<file path="src/rtl/uart_rx_fifo_if.sv">
// rtl/uart_rx_fifo_if.sv - byte stream and status bundle between uart_rx, the rx FIFO and its consumer
interface uart_rx_fifo_if #(
  parameter int N_DATA  = 8,
  parameter int NB_ADDR = 4
);
  logic [N_DATA-1:0]  i_rx_data;
  logic               i_rx_done;
  logic               i_rd;
  logic               i_clr_ovf;
  logic [N_DATA-1:0]  o_data;
  logic               o_valid;
  logic [NB_ADDR:0]   o_count;
  logic               o_full;
  logic               o_empty;
  logic               o_overflow;

  // Producer/consumer side: drives strobes, observes head byte and status
  modport master (
    output i_rx_data, i_rx_done, i_rd, i_clr_ovf,
    input  o_data, o_valid, o_count, o_full, o_empty, o_overflow
  );

  // FIFO side
  modport slave (
    input  i_rx_data, i_rx_done, i_rd, i_clr_ovf,
    output o_data, o_valid, o_count, o_full, o_empty, o_overflow
  );
endinterface

</file>
<file path="src/rtl/uart_rx_fifo.sv">
// rtl/uart_rx_fifo.sv - show-ahead receive FIFO with sticky overflow flag
module uart_rx_fifo #(
  parameter int N_DATA  = 8,
  parameter int NB_ADDR = 4
) (
  input  logic           i_clk,
  input  logic           i_rst_n,
  uart_rx_fifo_if.slave  bus
);
  localparam int DEPTH = 2 ** NB_ADDR;
  localparam logic [NB_ADDR:0]   CNT_ONE  = (NB_ADDR + 1)'(1);
  localparam logic [NB_ADDR:0]   CNT_FULL = (NB_ADDR + 1)'(DEPTH);
  localparam logic [NB_ADDR-1:0] PTR_ONE  = NB_ADDR'(1);

  logic [N_DATA-1:0]  mem [DEPTH];
  logic [NB_ADDR-1:0] wr_ptr;
  logic [NB_ADDR-1:0] rd_ptr;
  logic [NB_ADDR:0]   count;
  logic               overflow;

  logic full;
  logic valid;
  logic rd_en;
  logic wr_en;
  logic drop;

  // Status flags come from the registered count only; a pop frees the slot a
  // same-cycle write uses, so a full FIFO still accepts a write when popped.
  always_comb begin
    full  = (count == CNT_FULL);
    valid = (count != '0);
    rd_en = bus.i_rd && valid;
    wr_en = bus.i_rx_done && (!full || rd_en);
    drop  = bus.i_rx_done && full && !rd_en;
  end

  // Pointers, count, overflow flag and storage; the array is never reset,
  // and being inside the reset branch's else keeps writes off during reset.
  always_ff @(posedge i_clk or negedge i_rst_n) begin
    if (!i_rst_n) begin
      wr_ptr   <= '0;
      rd_ptr   <= '0;
      count    <= '0;
      overflow <= 1'b0;
    end else begin
      if (wr_en) begin
        mem[wr_ptr] <= bus.i_rx_data;
        wr_ptr      <= wr_ptr + PTR_ONE;
      end
      if (rd_en) begin
        rd_ptr <= rd_ptr + PTR_ONE;
      end
      case ({wr_en, rd_en})
        2'b10:   count <= count + CNT_ONE;
        2'b01:   count <= count - CNT_ONE;
        default: count <= count;
      endcase
      // A new drop wins over a clear in the same cycle
      if (drop) begin
        overflow <= 1'b1;
      end else if (bus.i_clr_ovf) begin
        overflow <= 1'b0;
      end
    end
  end

  // Show-ahead head byte, forced to zero while empty so stale storage never leaks
  always_comb begin
    bus.o_data     = valid ? mem[rd_ptr] : '0;
    bus.o_valid    = valid;
    bus.o_count    = count;
    bus.o_full     = full;
    bus.o_empty    = !valid;
    bus.o_overflow = overflow;
  end
endmodule

</file>
<file path="src/flat_wrapper.sv">
// flat-port wrapper written by rule: the top's interface ports become plain ports
module uart_rx_fifo_flat 
#(
  parameter int N_DATA  = 8,
  parameter int NB_ADDR = 4
)
  (i_clk, i_rst_n, bus_i_rx_data, bus_i_rx_done, bus_i_rd, bus_i_clr_ovf, bus_o_data, bus_o_valid, bus_o_count, bus_o_full, bus_o_empty, bus_o_overflow);
  uart_rx_fifo_if #(.N_DATA(N_DATA), .NB_ADDR(NB_ADDR)) bus_i ();
  input  logic i_clk;
  input  logic i_rst_n;
  input wire logic [$bits(bus_i.i_rx_data)-1:0] bus_i_rx_data;
  input wire logic [$bits(bus_i.i_rx_done)-1:0] bus_i_rx_done;
  input wire logic [$bits(bus_i.i_rd)-1:0] bus_i_rd;
  input wire logic [$bits(bus_i.i_clr_ovf)-1:0] bus_i_clr_ovf;
  output wire logic [$bits(bus_i.o_data)-1:0] bus_o_data;
  output wire logic [$bits(bus_i.o_valid)-1:0] bus_o_valid;
  output wire logic [$bits(bus_i.o_count)-1:0] bus_o_count;
  output wire logic [$bits(bus_i.o_full)-1:0] bus_o_full;
  output wire logic [$bits(bus_i.o_empty)-1:0] bus_o_empty;
  output wire logic [$bits(bus_i.o_overflow)-1:0] bus_o_overflow;
  assign bus_i.i_rx_data = bus_i_rx_data;
  assign bus_i.i_rx_done = bus_i_rx_done;
  assign bus_i.i_rd = bus_i_rd;
  assign bus_i.i_clr_ovf = bus_i_clr_ovf;
  assign bus_o_data = bus_i.o_data;
  assign bus_o_valid = bus_i.o_valid;
  assign bus_o_count = bus_i.o_count;
  assign bus_o_full = bus_i.o_full;
  assign bus_o_empty = bus_i.o_empty;
  assign bus_o_overflow = bus_i.o_overflow;
  uart_rx_fifo #(.N_DATA(N_DATA), .NB_ADDR(NB_ADDR)) u_core (.i_clk(i_clk), .i_rst_n(i_rst_n), .bus(bus_i));
endmodule
</file>
<file path="config.mk">
export PLATFORM = sky130hd
export DESIGN_NAME = uart_rx_fifo_flat
export DESIGN_NICKNAME = d
export VERILOG_FILES = /design/src/rtl/uart_rx_fifo_if.sv /design/src/rtl/uart_rx_fifo.sv /design/src/flat_wrapper.sv
export SDC_FILE = /design/constraint.sdc
export NUM_CORES = 1
export LEC_CHECK = 0
export ABC_AREA = 0
export CORE_MARGIN = 2
export CORE_UTILIZATION = 25
export CTS_BUF_LIST = sky130_fd_sc_hd__clkbuf_2 sky130_fd_sc_hd__clkbuf_4 sky130_fd_sc_hd__clkbuf_8
export CTS_CLUSTER_DIAMETER = 150
export DETAILED_ROUTE_END_ITERATION = 6
export PLACE_DENSITY_LB_ADDON = 0.08
export SETUP_SLACK_MARGIN = 0.15
export SYNTH_ARGS = -nofsm -noshare
export SYNTH_HDL_FRONTEND = slang
export SYNTH_SLANG_ARGS = --single-unit
</file>
<file path="constraint.sdc">
create_clock -name i_clk -period 2.2 [get_ports i_clk]
set_input_delay 0.33 -clock i_clk [delete_from_list [all_inputs] [get_ports i_clk]]
set_output_delay 0.33 -clock i_clk [all_outputs]
set_load 0.02 [all_outputs]
</file>
==> summary.md, run 1 <==
The tools report the yosys synthesis warning count as 0. Number of antenna violations at the first check in global routing: 0. In the final routed layout, each cell accounts on average for 19.2 um.

The switching power as a share of total power was 34.2%. Data on the critical path is required at its endpoint by 1.87 ns. The first TritonRoute pass finished after 4 iterations. The first routing iteration left 206 violations. The run gives 37 as the number of unique standard cell types used by synthesis.

The total overflow left after global routing is 0. The worst setup path is of the reg2out kind. The share of total power dissipated in combinational logic is 43.3%.

Static timing analysis puts the maximum clock frequency at 379 MHz. Synthesis produced a netlist whose cell count is 308. Clock period minus worst slack: 2.64 ns. Data arrives at the worst endpoint at 2.31 ns. The routed wire length came out at 14.1 mm.

The later pin in the worst-skew pair is clocked with a latency of 0.44 ns. The post-route clock skew is 0.0115 ns, and the internal power of the cells is 0.00625 W. The run gives 2 as the maximum root-to-sink buffer count.

The final reports fail on setup timing. TritonCTS built the clock tree. Counting every sink on the clock net gives 142.

Including well taps, the total number of placed cells is 698. Counting every net in the synthesized netlist gives 327. The die covers 24,800 um^2.

For the pin with the worst max-slew slack, the measured transition is 0.658 ns. Cells with a size suffix above 1 make up 43.3% of the layout. The tree is rooted in a sky130_fd_sc_hd__clkbuf_8.

The logs give -0.441 ns for the setup slack of the critical path after layout and 0.00326 W for the switching power of the nets. Once the floorplan was initialized, standard cells occupied 25.3% of the core. The total met3 wirelength after detailed routing is 451 um.

The number of vias in the routed layout came out at 3,122. The cell area that synthesis handed to floorplanning was 5890 um^2. The floorplan has 56 rows. The final estimated routing congestion in global placement was 0.705; the number of global-route vias before repair was 3,327. The floorplan step set the die width to 158 um. The area overhead of the layout relative to synthesis was 29.5%; the routed length on met1 was 6.73 mm. The worst hold path class was in2async. Net count reported at finish: 424. In the detailed route, the total length drawn on met2 is 6.78 mm. The total of buffers placed on input and output ports was 29. For the fraction of power consumed by the clock network, the log shows 20.9%. The logs give 30 for the I/O pin count and 0.476 mV for the worst-case vdd ir drop.

Post-synthesis area per instance: 19.1 um^2. Highest metal layer with signal wires: met4. The non-filler instance count after layout was 737; the placeable core area was 23,300 um^2. Measured on the finished design, the core utilization comes to 32.7%. For the global-route wire length before repair, the log shows 21.4 mm. For the worst relative slew slack, the log shows 56.0%. For the overall fraction of global-route tracks in use, the log shows 12.2%. The final number of max-transition violations is 0. The register clock-pin slew on the reported worst setup and hold paths works out to 0.09 ns.

The share of synthesized area occupied by flip-flops and latches came out at 71.2%. The total of endpoints with negative setup slack in the final report is 8. Measured in cells, the most critical reg-to-reg path has a length of 9.

The flow ran to the end, but the final reports show violations. The logs give 9.41 mm for the half-perimeter wire length of the detailed placement result and 4 for the number of H-tree levels. The via density per instance works out to 4.24. The final hold violation count was 0. Dividing the final minimum period by the clock period gives 120%.

Entering global routing, the biggest net connects 18 pins. Launching element type of the critical path: a flop. Across all register-to-register paths, the minimum setup slack is 0.19 ns. The biggest fanout along the worst timing path is 7. In the routed design, unresolved DRC markers number 0.

The leakage power is 2.63 nW. Per report_power, the sequential group accounts for 35.8% of the total. Setup repair after global routing could not meet its margin everywhere. TritonCTS created 17 clock buffers.

The repair_antennas step left the layout with diodes totalling 0. The tools report the endpoint type of the worst setup path as an output port. In this run the power density over the cells is 1250 nW/um^2. The chip height works out to 158 um. The synthesized design contains 142 register bits. The tool flagged a number of max-cap violations equal to 0.

Once detail routing completed, the nets flagged for antenna violations numbered 0.
[path summary, 6_finish.rpt]
| kind | start | to |
|---|---|---|
| min in group i_clk | bus_i_clr_ovf | u_core.bus.o_overflow$_DFFE_PN0P_ |
| max in group asynchronous | i_rst_n | u_core.bus.o_count[2]$_DFFE_PN0P_ |
| setup / recovery | u_core.rd_ptr[1]$_DFFE_PN0N_ | bus_o_data[1] |
| hold reg to reg | u_core.bus.o_overflow$_DFFE_PN0P_ | u_core.bus.o_overflow$_DFFE_PN0P_ |
| setup reg to reg | u_core.bus.o_count[2]$_DFFE_PN0P_ | u_core.bus.o_count[4]$_DFFE_PN0P_ |
| hold / removal | i_rst_n | u_core.rd_ptr[1]$_DFFE_PN0N_ |
[state kept, by name, summed over array words and instances (netlist names)]
| register | cells |
|---|---|
| u_core.bus.o_overflow | 1 |
| u_core.rd_ptr | 4 |
| u_core.wr_ptr | 4 |
| u_core.bus.o_count | 5 |
| u_core.mem | 128 |
[metrics by stage]
stage / cell area [um^2] / worst slack, ns / hold slack [ns] / TNS (ns) / power [W]
after floorplan: 5900 / 0.162 / 0.0344 / 0 / 0.00554
after global placement: 7000 / -0.450 / 0.496 / -6.84 / 0.00710
after detailed placement: 7000 / -0.441 / 0.504 / -6.56 / 0.00707
after CTS: 7520 / -0.517 / 0.451 / -3.78 / 0.00944
after global routing: 7640 / -0.540 / 0.472 / -4.08 / 0.0101
final: 7640 / -0.441 / 0.482 / -3.34 / 0.00951
[synthesized netlist by cell type, drive strengths merged]
master / number / area (um^2)
inv: 7 / 26.3
buf: 12 / 119
a31oi: 1 / 12.5
a22o: 1 / 8.76
mux2i: 10 / 100
nand2b: 1 / 6.26
nand3b: 3 / 22.5
dfrtp: 14 / 350
nor4: 1 / 21.3
nand2: 8 / 30.0
o221ai: 1 / 8.76
mux2: 9 / 101
nand4: 4 / 25.0
o31a: 1 / 8.76
a31o: 1 / 8.76
nand3: 4 / 20.0
a32oi: 1 / 8.76
ha: 6 / 75.1
xnor2: 7 / 61.3
o21ai: 11 / 55.1
clkbuf: 5 / 26.3
edfxtp: 128 / 3840
xor2: 2 / 17.5
nor2: 18 / 67.6
nor3: 3 / 15.0
mux4: 32 / 758
a21oi: 12 / 60.1
or3b: 1 / 8.76
nor2b: 1 / 6.26
and2: 1 / 6.26
o211ai: 2 / 15.0
[cell families (layout without fill, tap and decap cells)]
kind of cell / after synthesis / in the layout / share of synthesized area, %
adder cells (fa/ha/maj): 6 / 6 / 1.27
flip-flops: 142 / 142 / 71.2
XOR/XNOR: 9 / 9 / 1.34
AO/OA/AOI/OAI: 31 / 31 / 3.16
multiplexers: 51 / 51 / 16.3
buffers and inverters: 24 / 134 / 2.91
AND/OR/NAND/NOR: 45 / 45 / 3.88
[layer usage]
layer / vias to the layer above / GRT usage (%)
li1: 1432 / -
met1: 1620 / 16.4
met2: 58 / 19.8
met3: 12 / 2.42
met4: 0 / 4.16
met5: - / 0
[worst max-delay path: stages (launching register included)]
cell,delay [ns]
sky130_fd_sc_hd__dfrtp_2,0.43
sky130_fd_sc_hd__buf_12,0.12
sky130_fd_sc_hd__buf_16,0.12
sky130_fd_sc_hd__mux4_2,0.49
sky130_fd_sc_hd__mux2_4,0.29
sky130_fd_sc_hd__o21ai_4,0.12
sky130_fd_sc_hd__buf_6,0.12
sky130_fd_sc_hd__a21oi_4,0.03
sky130_fd_sc_hd__buf_6,0.13
[power groups by stage]
stage	sequential [W]	clock [W]	combinational (W)
floorplan	0.00345	0	0.00209
global placement	0.00344	0	0.00366
detailed placement	0.00344	0	0.00363
CTS	0.00340	0.00208	0.00397
global route	0.00343	0.00220	0.00443
finish	0.00340	0.00199	0.00412
[layout by cell type (no fill, tap or decap), types with 9 or more instances in the layout]
master,count
sky130_fd_sc_hd__mux2i_1,9
sky130_fd_sc_hd__mux4_2,31
sky130_fd_sc_hd__dfrtp_1,11
sky130_fd_sc_hd__clkbuf_8,17
sky130_fd_sc_hd__clkdlybuf4s50_1,16
sky130_fd_sc_hd__buf_4,51
sky130_fd_sc_hd__nor2_1,18
sky130_fd_sc_hd__edfxtp_1,128
sky130_fd_sc_hd__buf_6,12
sky130_fd_sc_hd__buf_12,10
[timing repair]
| action | 4_1_cts | 5_1_grt |
|---|---|---|
| pin swaps | 5 | 13 |
| gates resized for setup | 91 | 30 |
| setup buffers | 6 | 0 |
| endpoints found under the setup margin | 12 | 18 |
| cloned | 1 | 0 |
| hold buffers | 0 | 0 |
| endpoints found under the hold margin | 0 | 0 |
[area by class of cell]
class / count / area [um^2]
multi-input cells: 142 / 1660
fillers: 2261 / 15700
well taps: 319 / 399
clock inverters: 14 / 148
inverters: 7 / 26.3
flip-flops and latches: 142 / 4200
clock buffers: 18 / 241
repair buffers: 95 / 966
Power figures use the tool's default switching activity.
==> run 2: changes to the inputs <==
ABC_AREA = 1   (was 0)
==> run 2 against run 1 <==
Effect of this change:
- the flow still finishes with violations (setup timing)
- critical path depth is 2 higher
- utilization is 1.1 points higher
- hold slack worse by 0.054 ns
- global-route usage is 2.0 points higher
- sequential power is 1% lower
- synthesized cell count is 55% higher
- register-to-register slack better by 0.11 ns
- non-clock buffer count is 10 higher
- cell area is 3.9% higher
- combinational power is 21% higher
- synthesized area is 1.3% higher
- clock-buffer cell count stayed put
- largest cell class unchanged
==> summary.md, run 2 <==
The tools report the maximum root-to-sink buffer count as 2 (unchanged). The number of iterations in the first detailed-routing pass came out at 7 (+3). The placement-stage worst setup slack came out at -0.212 ns (+0.228 ns). The logs give 4200 um^2 (about the same) for the area of all sequential standard cells and 30 (unchanged) for the I/O pin count. The final estimated routing congestion in global placement is 0.799 (+13%), and the share of layout cells above drive strength 1 is 27.5% (-16 points). The via density per instance works out to 4.50 (+6.1%).

The half-perimeter wire length of the detailed placement result was 11.0 mm (+17%); the xor and xnor fraction of the mapped netlist area was 1.17% (-0.16 points). The worst setup path is captured at an output port. The tools report the number of unique standard cell types used by synthesis as 32 (-14%).

Register with the most flip-flops: u_core.mem. Later-pin clock latency in the skew report: 0.45 ns (about the same). The top cell types in the final layout, fill and taps aside, are sky130_fd_sc_hd__edfxtp_1, sky130_fd_sc_hd__nor2_1, sky130_fd_sc_hd__buf_4, sky130_fd_sc_hd__o21ai_0, sky130_fd_sc_hd__nand2_1. The post-synthesis compound-gate area fraction came out at 11.4% (+8.3 points).

The clock period minus worst slack was 2.35 ns (-0.288 ns); the post-synthesis share of cell area spent on full adders, half adders and majority gates was 1.26% (-0.016 points). The net count reported at finish was 595 (+40%); the fill cell instance count of the final layout was 2,296 (+1.5%). By area, the combinational part of the netlist is dominated by simple AND/OR/NAND/NOR gates.

The tools report the launching element type of the critical path as a flop. The run gives 33.8% (+1.1 points) as the fraction of the core area covered by cells at the end of the flow. The register bit count reported by yosys is 142 (unchanged), and the non-filler instance count after layout is 908 (+23%).

The tools report the worst-case vdd ir drop as 0.617 mV (+30%). Cell area power density: 1370 nW/um^2 (+9.6%). The reg-to-reg setup timing slack came out at 0.30 ns (+0.11 ns). The run gives 8 (unchanged) as the total of endpoints with negative setup slack in the final report. The min-delay analysis places its worst path in the category in2async. The number of rows created at floorplan is 56 (unchanged), and the number of global-route vias before repair is 4,120 (+24%).

The logs give 0.0159 ns (+0.00441 ns) for the post-route clock skew and 25.6 mm (+19%) for the global-route wire length before repair. The number of placed instances with taps included is 862 (+23%). The run gives 27 (+9) as the pin count of the biggest net entering global routing.

TritonCTS built the clock tree. Remaining global-route overflow: 0 (unchanged). The run finished, with violations left. The startpoint identified for the worst register-to-register timing path is u_core.bus.o_count[4]$_DFFE_PN0P_. For the number of violations of the max-capacitance limit, the log shows 0 (unchanged). The post-synthesis area per instance works out to 12.5 um^2 (-34%).

The overall fraction of global-route tracks in use came out at 14.2% (+2.0 points). The run gives 0 (unchanged) as the number of antenna cells inserted. The starting density of the core was 25.4% (+0.17 points). The library cell used most frequently in the layout, excluding fill and tap cells, is sky130_fd_sc_hd__edfxtp_1. The placeable core area was 23,500 um^2 (+0.60%); the number of instances in the synthesized netlist was 476 (+55%). In this run the critical register-to-register path is captured at u_core.mem[0][6]$_DFFE_PP_.

The multiplexer fraction of the synthesized cell area is 0% (-16 points). The run gives 19.2% (+2.8 points) as the met1 track demand over resource. The library cell with the highest instance count after synthesis is sky130_fd_sc_hd__edfxtp_1.

For the number of antenna violations at the first check in global routing, the log shows 0 (unchanged). The run gives 0 (unchanged) as the final hold violation count. The final number of max-transition violations is 0 (unchanged), and the number of H-tree levels is 4 (unchanged). The number of buffers added by the clock tree synthesis step is 17 (unchanged). The final reports fail on setup timing.

The basic-gate share of the synthesized area counting and, or, nand and nor cells was 11.8% (+8.0 points); the yosys synthesis warning count was 0 (unchanged). The flip-flop count of the largest register, all copies and words added was 128 (unchanged). The number of cell instances on the worst register-to-register path is 10 (+1), and the chip height is 159 um (+0.62%).

The worst relative slew slack was 51.9% (-4.1 points). Area overhead of the layout relative to synthesis: 33.0%. The number of remaining DRC errors was 0 (unchanged). Data arrival time of the critical path: 2.02 ns (-0.29 ns).

The TritonCTS sink count is 142 (unchanged), and the setup slack of the critical path after layout is -0.152 ns (+0.288 ns). The tools report the routed wire length as 16.9 mm (+19%). The share of flip-flops with an asynchronous set or reset after synthesis was 9.86% (unchanged). The final worst-path cycle share is 107% (-13 points), and the largest stage delay on the critical path is 0.47 ns (-0.02 ns).

The tools report the share of synthesized area occupied by flip-flops and latches as 70.3% (-0.89 points). The total of buffers placed on input and output ports came out at 29 (unchanged). Ranked by instance count, the synthesized netlist is headed by sky130_fd_sc_hd__edfxtp_1, sky130_fd_sc_hd__nor2_1, sky130_fd_sc_hd__o21ai_0. The post-detailed-route wirelength per cell is 18.6 um (-3.2%), and the area of the die is 25,100 um^2 (+1.2%).

Most crowded layer after global routing: met2. The worst setup path is of the reg2out kind. The area share of the largest cell type after synthesis is 64.4% (-0.82 points). The critical path starts at u_core.rd_ptr[0]$_DFFE_PN0N_.

The run gives 22.7% (+2.8 points) as the global routing usage on met2. In this run the worst setup path terminates at bus_o_data[7]. The tools report the leakage power as 2.81 nW (+7.2%). The global-route track usage on met3 was 3.38% (+0.95 points). The signal on the critical path passes through clkinv_4 > buf_12 > buf_12 > nor2_4 > o22ai_2 > nor2_1 > nor2_1 > o21ai_1 > a21oi_2 > buf_6. Primary flip-flop cell chosen by synthesis mapping: sky130_fd_sc_hd__edfxtp_1. The run gives 4,082 (+31%) as the number of vias in the routed layout.

CTS placed an instance of sky130_fd_sc_hd__clkbuf_8 at the clock tree root. The tools report the combined area of the multi-input logic cells as 1660 um^2 (unchanged). Setup repair after global routing could not meet its margin everywhere.

Violation count after the first detailed-routing iteration: 287 (+39%). The area of the mapped netlist was 5970 um^2 (+1.3%); the number of enable flip-flop cells after synthesis was 128 (unchanged). By area the synthesized netlist is led by sky130_fd_sc_hd__edfxtp_1, sky130_fd_sc_hd__dfrtp_1, sky130_fd_sc_hd__nor2_1. Final antenna-violating net count: 0 (unchanged). The tools report the setup TNS as -0.975 ns (+2.36 ns).

Of all cell types, the one taking the most synthesized area is sky130_fd_sc_hd__edfxtp_1. The worst-margin pin slew was 0.719 ns (+0.0617 ns). The achievable clock frequency was 425 MHz (+12%); the net count of the mapped netlist was 495 (+51%). For the required time at the endpoint of the critical path, the log shows 1.87 ns (about the same). The slowest stage of the critical path belongs to the cell sky130_fd_sc_hd__dfrtp_2. Register clock-pin slew on the reported worst setup and hold paths: 0.08 ns (about the same). The die width came out at 159 um (+0.62%).

Biggest fanout along the worst timing path: 7 (unchanged).
-- run 2: worst max-delay path: cells and delay by family (launching register included) --
family | cells | cell delay, ns
buf+inv | 4 | 0.52
flops | 1 | 0.47
compound gates | 3 | 0.39
simple gates | 3 | 0.18
-- run 2: area by class of cell --
cell class | instances | area share (%)
Clock buffer | 18 | 3.04
Clock inverter | 14 | 2.99
Inverter | 24 | 1.25
Multi-Input combinational cell | 286 | 20.9
Sequential cell | 142 | 52.9
Tap cell | 319 | 5.03
Timing Repair Buffer | 105 | 13.9
-- run 2: worst min-delay path by stage --
stage | endpoint | slack (ns) | cells past startpoint
after floorplan | u_core.bus.o_count[0]$_DFFE_PN0P_ | 0.03 | 0
after global placement | u_core.bus.o_overflow$_DFFE_PN0P_ | 0.52 | 2
after detailed placement | u_core.bus.o_overflow$_DFFE_PN0P_ | 0.53 | 2
after CTS | u_core.bus.o_count[2]$_DFFE_PN0P_ | 0.41 | 2
after global routing | u_core.wr_ptr[2]$_DFFE_PN0N_ | 0.41 | 2
final | u_core.wr_ptr[3]$_DFFE_PN0N_ | 0.43 | 2
-- run 2: cell families (layout without fill, tap and decap cells) --
group                      count (synthesis)  after routing
AOI/OAI and AO/OA                        114            114
xor gates and xnor gates                   8              8
adders and majority gates                  6              6
buffers and inverters                     48            161
DFF                                      142            142
and+or+nand+nor                          158            158
-- run 2: timing repair --
action                     CTS  global route
hold buffers                 0             0
gates resized for setup     90            44
setup buffers                7             3
setup endpoints to repair   11            11
pin swaps                   26            25
gates cloned                 4             0
-- run 2: routing by layer --
metal / routed length (um) / up-vias / share of wire, %
li1: - / 1939 / -
met1: 7880 / 2041 / 47
met2: 8060 / 85 / 48
met3: 732 / 17 / 4.3
met4: 191 / 0 / 1.1
met5: 0 / - / 0
-- run 2: power by group --
part	internal, W	leakage (nW)	switching [W]
combinational	0.00221	1.26	0.00276
clock	0.00148	0.232	0.00103
sequential	0.00319	1.32	0.000166
total	0.00688	2.81	0.00396
-- run 2: stage by stage --
| stage | area, um^2 | total power, W | hold WS [ns] |
|---|---|---|---|
| 6_report | 7940 | 0.0108 | 0.428 |
| 2_1_floorplan | 5970 | 0.00570 | 0.0344 |
| 3_3_place_gp | 7040 | 0.00746 | 0.520 |
| 3_5_place_dp | 7040 | 0.00744 | 0.533 |
| 5_1_grt | 7940 | 0.0115 | 0.411 |
| 4_1_cts | 7800 | 0.0107 | 0.413 |
==> RTL change 1: new RTL, settings of run 1 <==
`NB_ADDR` is set to 4 in 3 places; all go to 5.
--- a/src/rtl/uart_rx_fifo_if.sv
+++ b/src/rtl/uart_rx_fifo_if.sv
@@ -2,5 +2,5 @@
 interface uart_rx_fifo_if #(
   parameter int N_DATA  = 8,
-  parameter int NB_ADDR = 4
+  parameter int NB_ADDR = 5
 );
   logic [N_DATA-1:0]  i_rx_data;
--- a/src/rtl/uart_rx_fifo.sv
+++ b/src/rtl/uart_rx_fifo.sv
@@ -2,5 +2,5 @@
 module uart_rx_fifo #(
   parameter int N_DATA  = 8,
-  parameter int NB_ADDR = 4
+  parameter int NB_ADDR = 5
 ) (
   input  logic           i_clk,
--- a/src/flat_wrapper.sv
+++ b/src/flat_wrapper.sv
@@ -3,5 +3,5 @@
 #(
   parameter int N_DATA  = 8,
-  parameter int NB_ADDR = 4
+  parameter int NB_ADDR = 5
 )
   (i_clk, i_rst_n, bus_i_rx_data, bus_i_rx_done, bus_i_rd, bus_i_clr_ovf, bus_o_data, bus_o_valid, bus_o_count, bus_o_full, bus_o_empty, bus_o_overflow);
Interface: changed (resized bus_o_count); port bits go from 30 to 31. No check against the original RTL was run, so the function may have changed too.
==> RTL change 1 against run 1 <==
- the flow still finishes with violations (negative setup slack)
- worst hold slack lost 0.17 ns
- synthesized area rose by 85%
- critical endpoint is now bus_o_data[4]
- sequential cell count up 131
- combinational power up 66%
- critical path type unchanged
- wire length increased by 100%
- power is 94% higher
- final area up 92%
- setup slack worse by 0.69 ns
- die area grew 83%
==> RTL change 1: results (changes against run 1) <==
multiplexer share of the synthesized area 15.6% (-0.69 points); failing checks negative setup slack; Post-Syn Nets 584 (+79%); H-tree lvl count 2 (-2); Reg2Reg Capture Point u_core.mem[21][4]; crit path to bus_o_data[4]; met3 wire length 1230 um (+170%); number of port buffers 30 (+3.4%); wire length on met2 13900 um (+110%); R2R setup slack 0 ns (-0.19 ns); comb pwr 6.83 mW (+66%); DP Worst Slack -0.890 ns (-0.449 ns); Cells after DPL 1230 (+76%); Post-synth EDFFs 256 (+100%); status finished with violations; CP Launch Point u_core.rd_ptr[0]; Critical-path top delay cell dfrtp_4; Worst Setup Slack, final -1.13 ns (-0.685 ns); largest cells by area after synthesis edfxtp_1, mux4_2, dfrtp_1, mux2i_1, nor2_1; final setup vio count 9 (+1); drt pass-1 iters 5 (+1); Compound-Gate Fraction of Synth Area 2.69% (-0.47 points); final RePlAce weighted congestion 0.792 (+12%); FF-to-FF path depth 10 (+1); clock skew 0.0424 ns (+0.0309 ns); net switching power 5.97 mW (+83%); power in sequential cells 6.33 mW (+86%); Worst R2R Start u_core.bus.o_count[4]
## RTL change 1: changes by cell type in the layout (fill, tap and decap cells not counted), moves of 15 or more
cell | before | now
edfxtp_1 | 128 | 256
clkbuf_8 | 17 | 51
nor2_4 | 0 | 33
buf_12 | 10 | 35
mux4_2 | 31 | 56
clkinv_1 | 0 | 16
mux2i_1 | 9 | 24
## RTL change 1: area by class of cell
cell class                      instances  area [um2]  share of cell area [%]
Tap cell                              585         732                    5.00
Multi-Input combinational cell        256        3100                    21.2
Clock inverter                         35         345                    2.36
Timing Repair Buffer                  125        1560                    10.6
Clock buffer                           56         739                    5.05
Inverter                               11        53.8                   0.367
Sequential cell                       273        8120                    55.4
## RTL change 1: cell families (layout without fill, tap and decap cells)
kind of cell | count (synthesis) | after routing
DFF | 273 | 273
muxes | 98 | 98
and+or+nand+nor | 92 | 92
AOI/OAI and AO/OA | 46 | 46
buffers and inverters | 36 | 227
xor gates and xnor gates | 14 | 14
adders and majority gates | 6 | 6
==> RTL change 2: new RTL, flow settings as in run 1 <==
Without the edit above. Reset style: synchronous (`i_rst_n`), changed in one clocked block.
--- a/src/rtl/uart_rx_fifo.sv
+++ b/src/rtl/uart_rx_fifo.sv
@@ -37,5 +37,5 @@
   // Pointers, count, overflow flag and storage; the array is never reset,
   // and being inside the reset branch's else keeps writes off during reset.
-  always_ff @(posedge i_clk or negedge i_rst_n) begin
+  always_ff @(posedge i_clk) begin
     if (!i_rst_n) begin
       wr_ptr   <= '0;
Formal check against the unedited RTL: differs if i_rst_n is asserted again (counterexample within 4 cycles, from zero or initial values and one cycle with i_rst_n low); with i_rst_n held inactive, the same outputs for 10 cycles.
==> RTL change 2 against run 1 <==
- the flow still finishes with violations (negative setup slack)
- synthesized area is 0.23% lower
- sequential cell count increased by 4
- final area is 4.5% higher
- power fell by 14%
- setup slack improved by 0.19 ns
- maximum frequency grew 7.6%
- global-route usage is 0.082 points higher
- largest power group is now sequential cells
- sequential share of layout area decreased by 2.1 points
- die area shrank 0.23%
- wire length grew 0.45%
- sequential power is 6.2% lower
- synthesized cell count grew 4.2%
==> RTL change 2: results (changes against run 1) <==
status finished with violations; failing checks negative setup slack; Pleak 2.53 nW (-3.6%); global-route wire length before repair 21400 um (about the same); VDD IR max 0.660 mV (+39%); share of cells above drive strength 1 43.9% (+0.62 points); drt pass-1 iters 6 (+2); DRT iter0 DRCs 165 (-20%); DP HPWL 9190 um (-2.3%); critical path peak fanout 6 (-1); Distinct cells, synth 40 (+8.1%); final RePlAce weighted congestion 0.710 (+0.75%); sequential fraction of the synthesis area 71.5% (+0.34 points); R2R setup slack -0.04 ns (-0.23 ns); GRT Util Overall 12.3% (+0.082 points); Worst Setup Slack, final -0.255 ns (+0.186 ns); DP Area 0.00708 mm2 (+1.0%); Max-Slew Margin vs Limit 56.4% (+0.36 points); vias in the first global route 3423 (+2.9%); final setup vio count 9 (+1); final-stage net count 434 (+2.4%); Post-Syn Nets 340 (+4.0%); vias 3157 (+1.1%); largest cells by area after synthesis edfxtp_1, mux4_2, dfxtp_1, mux2i_1, nor2_1; largest net degree at the start of global routing 28 (+10)
RTL change 2: per-layer routing:
metal  part of all wire (%)  vias to the layer above  track usage [%]  wire (um)
li1                       -                     1472                -          -
met3                    1.8                        7             3.03        259
met1                     46                     1645             15.3       6520
met4                   0.80                        0             4.03        114
met2                     51                       33             21.1       7310
met5                      0                        -                0          0
RTL change 2: area by class of cell:
| cell class | instances | area, um2 | area share, % |
|---|---|---|---|
| inverter | 5 | 18.8 | 0.235 |
| clock inverter | 15 | 146 | 1.84 |
| multi-input combinational | 154 | 1910 | 24.0 |
| clock buffer | 17 | 234 | 2.93 |
| timing repair buffer | 91 | 1050 | 13.1 |
| sequential | 146 | 4220 | 52.9 |
| tap | 319 | 399 | 5.00 |
RTL change 2: worst paths after layout:
kind,end,start,depth (start not counted)
worst max-delay path,bus_o_data[0],flop,6
worst min-delay path,u_core.rd_ptr[3],u_core.rd_ptr[3],2
worst max register to register,u_core.bus.o_count[4],u_core.bus.o_count[0],7
worst min register to register,u_core.rd_ptr[3],u_core.rd_ptr[3],2
RTL change 2: kinds of logic after synthesis:
| group | Yosys count | share of synthesized area [%] |
|---|---|---|
| DFF | 146 | 71.5 |
| AOI/OAI and AO/OA | 26 | 3.45 |
| and+or+nand+nor | 61 | 5.13 |
| muxes | 56 | 16.4 |
| adders and majority gates | 6 | 1.28 |
| xor gates and xnor gates | 5 | 0.745 |
| buffers and inverters | 21 | 1.55 |
RTL change 2: worst max-delay path, delay by kind of cell (launching register included):
family                 cells  cell delay [ns]
buffers and inverters      3             0.39
AOI/OAI and AO/OA          1             0.11
DFF                        1             0.44
muxes                      2             0.75
RTL change 2: report_power, final:
group	internal (mW)	switching, mW	total (mW)
Combinational	1.60	1.33	2.93
Sequential	3.10	0.0901	3.19
Clock	0.928	1.13	2.06
RTL change 2: repair_timing:
action,CTS,global route
gates resized for setup,113,35
endpoints found under the setup margin,75,96
cloned,2,0
setup buffers,8,3
pin swaps,19,14
RTL change 2: per-stage QoR:
step / power [mW] / cells / hold WS, ns / setup TNS [ns] / util, %
6_report: 8.17 / 747 / 0.537 / -1.80 / 34.3
4_1_cts: 8.16 / 744 / 0.503 / -2.48 / 33.5
5_1_grt: 8.60 / 747 / 0.515 / -2.77 / 34.3
2_1_floorplan: 4.62 / 321 / 0.429 / -0.143 / -
3_5_place_dp: 5.69 / 702 / 0.517 / -13.48 / 30.4
3_3_place_gp: 5.71 / 702 / 0.511 / -10.85 / 30.4
